<file path="config.mk">
export PLATFORM = sky130hd
export DESIGN_NAME = radio_dummy
export DESIGN_NICKNAME = d
export VERILOG_FILES = /design/src/rtl/radio_pkg.sv /design/src/rtl/prbs15_gen.sv /design/src/rtl/radio_dummy.sv
export SDC_FILE = /design/constraint.sdc
export NUM_CORES = 1
export LEC_CHECK = 0
export ABC_CLOCK_PERIOD_IN_PS = 800
export BUFFER_PORTS_ARGS = -buffer_cell sky130_fd_sc_hd__buf_2
export CAP_MARGIN = 20
export CELL_PAD_IN_SITES_DETAIL_PLACEMENT = 0
export CELL_PAD_IN_SITES_GLOBAL_PLACEMENT = 1
export CORE_AREA = 2 2 51 53
export CTS_CLUSTER_DIAMETER = 80
export CTS_CLUSTER_SIZE = 24
export DETAILED_ROUTE_END_ITERATION = 10
export DIE_AREA = 0 0 53 55
export PLACE_DENSITY_LB_ADDON = 0.25
export SLEW_MARGIN = 20
export SYNTH_ARGS = -nofsm -noshare
export SYNTH_HDL_FRONTEND = slang
export SYNTH_SLANG_ARGS = --single-unit
</file>
<file path="constraint.sdc">
create_clock -name clk16 -period 0.8 [get_ports clk16]
set_input_delay 0 -clock clk16 [delete_from_list [all_inputs] [get_ports clk16]]
set_output_delay 0 -clock clk16 [all_outputs]
set_load 0.02 [all_outputs]
</file>
<file path="src/rtl/radio_pkg.sv">
// Shared constants and types for the radio_dummy PRBS-15 radio stand-in.
package radio_pkg;

    localparam int unsigned LFSR_W = 15;
    localparam int unsigned TAP_A  = 14;
    localparam int unsigned TAP_B  = 13;

    typedef logic [LFSR_W-1:0] lfsr_t;

    localparam lfsr_t SEED_I_DEF = 15'h0001;
    localparam lfsr_t SEED_Q_DEF = 15'h0100;
    localparam lfsr_t SEED_SAFE  = 15'h0001;

    // An all-zero LFSR would lock up, so a zero seed is swapped for a safe one.
    function automatic lfsr_t seed_guard(input lfsr_t seed);
        return (seed == '0) ? SEED_SAFE : seed;
    endfunction

endpackage

</file>
<file path="src/rtl/prbs15_gen.sv">
// PRBS-15 (x^15+x^14+1, Fibonacci) generator with registered output bit.
module prbs15_gen
    import radio_pkg::*;
(
    input  logic  clk16,
    input  logic  rst_n,
    input  logic  en,
    input  lfsr_t seed,
    input  logic  mix,
    output logic  bit_o
);

    lfsr_t lfsr_q, lfsr_d;
    logic  bit_q, bit_d;
    logic  fb_c;

    // Advance the LFSR and capture the freshly generated bit on enable.
    always_comb begin
        fb_c   = lfsr_q[TAP_A] ^ lfsr_q[TAP_B];
        lfsr_d = lfsr_q;
        bit_d  = bit_q;
        if (en) begin
            lfsr_d = {lfsr_q[LFSR_W-2:0], fb_c};
            bit_d  = fb_c ^ mix;
        end
    end

    always_ff @(posedge clk16 or negedge rst_n) begin
        if (!rst_n) begin
            lfsr_q <= seed_guard(seed);
            bit_q  <= 1'b0;
        end else begin
            lfsr_q <= lfsr_d;
            bit_q  <= bit_d;
        end
    end

    assign bit_o = bit_q;

endmodule

</file>
<file path="src/rtl/radio_dummy.sv">
// Drop-in stand-in for the radio input block: free-running PRBS-15 I/Q samples.
// Define RADIO_DUMMY_MIX_EN to overlay synchronized i1/q1 onto the PRBS streams.
module radio_dummy
    import radio_pkg::*;
#(
    parameter int unsigned DIV    = 1,
    parameter lfsr_t       SEED_I = SEED_I_DEF,
    parameter lfsr_t       SEED_Q = SEED_Q_DEF
) (
    input  logic clk16,
    input  logic rst_n,
    input  logic i1,
    input  logic q1,
    output logic data_i,
    output logic data_q
);

    localparam int unsigned CNT_W = (DIV > 1) ? $clog2(DIV) : 1;

    logic [CNT_W-1:0] cnt_q, cnt_d;
    logic             strobe_c;
    logic             mix_i_c, mix_q_c;

    // Sample strobe divider: counts 0..DIV-1, strobing on the last count.
    always_comb begin
        strobe_c = (cnt_q == CNT_W'(DIV - 1));
        cnt_d    = strobe_c ? '0 : cnt_q + CNT_W'(1);
    end

    always_ff @(posedge clk16 or negedge rst_n) begin
        if (!rst_n) begin
            cnt_q <= '0;
        end else begin
            cnt_q <= cnt_d;
        end
    end

`ifdef RADIO_DUMMY_MIX_EN
    logic [1:0] i1_sync_q, q1_sync_q;

    // Raw radio sign bits are asynchronous to clk16; two-flop synchronize them.
    always_ff @(posedge clk16 or negedge rst_n) begin
        if (!rst_n) begin
            i1_sync_q <= 2'b00;
            q1_sync_q <= 2'b00;
        end else begin
            i1_sync_q <= {i1_sync_q[0], i1};
            q1_sync_q <= {q1_sync_q[0], q1};
        end
    end

    assign mix_i_c = i1_sync_q[1];
    assign mix_q_c = q1_sync_q[1];
`else
    logic unused_radio_in_c;

    assign unused_radio_in_c = i1 ^ q1;
    assign mix_i_c           = 1'b0;
    assign mix_q_c           = 1'b0;
`endif

    prbs15_gen u_prbs_i (
        .clk16 (clk16),
        .rst_n (rst_n),
        .en    (strobe_c),
        .seed  (SEED_I),
        .mix   (mix_i_c),
        .bit_o (data_i)
    );

    prbs15_gen u_prbs_q (
        .clk16 (clk16),
        .rst_n (rst_n),
        .en    (strobe_c),
        .seed  (SEED_Q),
        .mix   (mix_q_c),
        .bit_o (data_q)
    );

endmodule

</file>
# After elaboration in Yosys (flattened, before gate mapping)

Index checks and enable logic that the tools add are counted.

Register bits after elaboration: 33
Logic and storage cells: 9
Input port bits: 4
Output and inout port bits: 2

Bitwise operators: 2
Add/sub/neg operators: 1
Muxes and demuxes: 1

Operators with widths:

| operator              | count |
|---|---|
| $xor A1 B1 Y1         | 2 |
| $add A1 B1 Y1 const B | 1 |
| $mux W1               | 1 |

# Depth between registers and ports, before layout

Depth in word-level cells: 2
Depth in mapped cells: 1
Depth with buffers taken out: 1

# Worst setup path before layout

OpenSTA, ideal clock, no wires.

Path kind: register to register
From: reg u_prbs_i.lfsr_q[13]
To: reg u_prbs_i.bit_q, in the netlist u_prbs_i.bit_o
Data required time: 0.672 ns
Setup slack: 0.152 ns
Cell stages (with the launch flop): 2
Clock period less this slack: 0.648 ns
Buffers on the path: 0
Arrival time: 0.520 ns
Library setup time: 0.128 ns
Path through: dfrtp_1 > xor2_1

Longest elaborated chain between the ends: 1

Ends and longest elaborated chain:

| element                  | RTL line         | source |
|---|---|---|
| start: declaration       | prbs15_gen.sv:13 | `lfsr_t lfsr_q, lfsr_d;` |
| start signal: assignment | prbs15_gen.sv:30 | `lfsr_q <= seed_guard(seed);` |
| start signal: assignment | prbs15_gen.sv:33 | `lfsr_q <= lfsr_d;` |
| $xor A1 B1 Y1            | prbs15_gen.sv:19 | `fb_c = lfsr_q[TAP_A] ^ lfsr_q[TAP_B];` |
| net u_prbs_i.fb_c        | prbs15_gen.sv:15 | `logic fb_c;` |
| end signal: assignment   | prbs15_gen.sv:34 | `bit_q <= bit_d;` |
| end: declaration         | prbs15_gen.sv:14 | `logic bit_q, bit_d;` |

The timed path passes the listed nets, and every way through them passes these cells.
A chain may end at the register's enable or synchronous reset.

==> results.sh <==
export IMPL_yosysWarnings=0
export IMPL_synth_cell_types=3
export IMPL_setup_ws_ns=-0.0381
export IMPL_maxCapViolCount=0
export IMPL_post_route_util_pct=40.0
export IMPL_fp_coreArea_mm2=0.00236
export IMPL_antenna_found_initial=0
export IMPL_port_buffers=3
export IMPL_synth_area_um2=796
export IMPL_cp_arrival_ns=0.84
export IMPL_synth_area_leaders="dfrtp_1 91%, dfstp_2 6.6%, xor2_1 2.2%"
export IMPL_cpPeakStageDelay_ns=0.40
export IMPL_grt_pass1_vias=319
export IMPL_cts_num_sinks=31
export IMPL_initial_core_util_pct=33.7
export IMPL_end_kind="output pin"
export IMPL_final_period_utilization_pct=105
export IMPL_layout_drive_gt1_share_pct=29.8
export IMPL_hold_path_class="primary input to asynchronous set/reset pin"
export IMPL_firstDrtPassIters=2
export IMPL_yosys_top_cells_count="29 x dfrtp_1, 2 x dfstp_2, 2 x xor2_1"
export IMPL_reg2reg_depth=1
export IMPL_ys_seq_elements=31
export IMPL_via_per_inst=3.74
export IMPL_rows=18
export IMPL_clk_pin_slew_ns=0.10
export IMPL_area_delta_synth_final_pct=18.9
export IMPL_synth_seq_area_share_pct=97.8
export IMPL_post_dp_hpwl_um=445
export IMPL_crit_slowest_cell="dfrtp_1"
export IMPL_fp_dieW_um=53
export IMPL_cts_root_buf="clkbuf_4"
export IMPL_critPathMaxFanout=2
export IMPL_grt_ovfl_total=0
export IMPL_clock_latency_ns=0.31
export IMPL_rsz0062_at_grt="true"
export IMPL_cts_buffer_depth=2
export IMPL_cts_tree="yes"
export IMPL_synth_avg_cell_area_um2=24.1
export IMPL_wl_per_cell_um=12.2
export IMPL_final_area_um2=946
export IMPL_crit_family="flip-flops"
export IMPL_grt_max_degree=32
export IMPL_hold_viol=0
export IMPL_dieHeight_um=55
export IMPL_critPathKind="flop to output pin"
export IMPL_fin_total_pwr_mw=2.50
export IMPL_grt_use_total_pct=8.78
export IMPL_period_minus_slack_ns=0.838
export IMPL_async_flop_share_pct=100
export IMPL_layout_nets=50
export IMPL_syn_inst=33
export IMPL_dpl_cell_area_um2=856
export IMPL_slew_viol_final=0
export IMPL_path_cells="buf_6"
export IMPL_critPathBufInv=1
export IMPL_max_slew_worst_pin_slew_ns=0.367
export IMPL_gp_congestion=0.713
export IMPL_failed_checks="negative setup slack"
export IMPL_setup_violations=2
export IMPL_clock_skew_ns=0.00613
export IMPL_cellLeakagePower_nw=0.511
export IMPL_grt_pass1_wl_um=1590
export IMPL_synth_ff_type="dfrtp_1"
export IMPL_cts_inserted_buffers=5
export IMPL_syn_nets=37
export IMPL_io_pins=6
export IMPL_drtAntennaViolNets=0
export IMPL_post_route_drc_count=0
export IMPL_yosys_cell_count_top_type="dfrtp_1"
export IMPL_ff2ff_setup_slack_ns=0.10
export IMPL_vias=288
export IMPL_regToRegStartpoint="u_prbs_i.lfsr_q[13]"
export IMPL_fmax_mhz=1190
export IMPL_synth_top_cell_by_area="dfrtp_1"
export IMPL_synth_enable_flop_cells=0
export IMPL_relSlewSlack_pct=75.6
export IMPL_worst_ep_required_time_ns=0.80
export IMPL_dieArea_mm2=0.00292
export IMPL_antenna_cells=0
export IMPL_first_iter_violations=3
export IMPL_wl_um=940
export IMPL_vdd_drop_max_v=0.00121
export IMPL_yosys_area_top_type_share_pct=91.2
export IMPL_layout_cells_non_filler=77
export IMPL_start_kind="flop"
export IMPL_outcome="finished with violations"
export IMPL_h_tree_depth=2
export IMPL_place_inst=67
export IMPL_r2r_end="u_prbs_i.bit_o"
export IMPL_power_density_mw_per_mm2=2650
-- how the worst max path moves through the flow --
stage | from | end | slack (ns) | depth (start not counted)
CTS | u_prbs_q.lfsr_q[0] | data_q | -0.06 | 1
floorplan | u_prbs_i.lfsr_q[13] | u_prbs_i.bit_o | 0.15 | 1
detailed placement | u_prbs_i.lfsr_q[13] | u_prbs_i.bit_o | 0.11 | 1
global route | u_prbs_q.lfsr_q[0] | data_q | -0.08 | 1
finish | u_prbs_q.lfsr_q[0] | data_q | -0.04 | 1
global placement | u_prbs_i.lfsr_q[13] | u_prbs_i.bit_o | 0.13 | 1
-- per-stage QoR --
stage / hold slack, ns / TNS [ns] / setup slack [ns]
floorplan: -0.296 / 0 / 0.152
global placement: 0.00660 / 0 / 0.130
detailed placement: 0.0215 / 0 / 0.114
CTS: 0.214 / -0.0944 / -0.0574
global route: 0.235 / -0.134 / -0.0801
finish: 0.218 / -0.0536 / -0.0381
-- layout by cell type, fill, tap and decap left out --
master         synthesis  layout
dfrtp_1               29      29
clkbuf_4               0       5
xor2_1                 2       2
buf_6                  0       2
buf_4                  0       2
dfstp_2                2       2
clkbuf_1               0       1
clkbuf_8               0       1
clkinv_2               0       1
dlygate4sd3_1          0       1
buf_2                  0       1
-- sequential cells by signal, indices dropped and copies added (netlist names) --
| signal | count |
|---|---|
| u_prbs_i.bit_o | 1 |
| u_prbs_i.lfsr_q | 15 |
| u_prbs_q.lfsr_q | 15 |
-- timing repair --
item	CTS	global route
resized for setup	4	0
hold endpoints to repair	31	0
hold buffers	1	0
setup endpoints to repair	2	2
gates cloned	0	0
buffers inserted	1	0
-- final cells by class --
| class | instances | area, um^2 |
|---|---|---|
| repair buffers | 6 | 52.6 |
| multi-input cells | 2 | 17.5 |
| fillers | 216 | 1420 |
| well taps | 30 | 37.5 |
| flip-flops and latches | 31 | 778 |
| clock buffers | 7 | 55.1 |
| clock inverters | 1 | 5.00 |
-- cell families after synthesis --
logic type / share of synthesized area, %
DFF: 97.8
xor gates and xnor gates: 2.20
-- routing by layer --
metal	share of wire [%]	global-route usage, %	wire length [um]	vias to the layer above
li1	-	-	-	125
met5	0	0	0	-
met1	53	12.0	499	155
met2	40	9.58	380	8
met4	0	6.41	0	0
met3	6.4	5.65	60	0
-- report_power, final --
group	leakage [nW]	internal, mW	total [mW]	switching, mW
clock network	0.0353	0.426	0.902	0.476
logic	0.0497	0.00814	0.0366	0.0284
registers	0.426	1.57	1.57	0
Note: power is estimated with default switching activity, not from simulation.
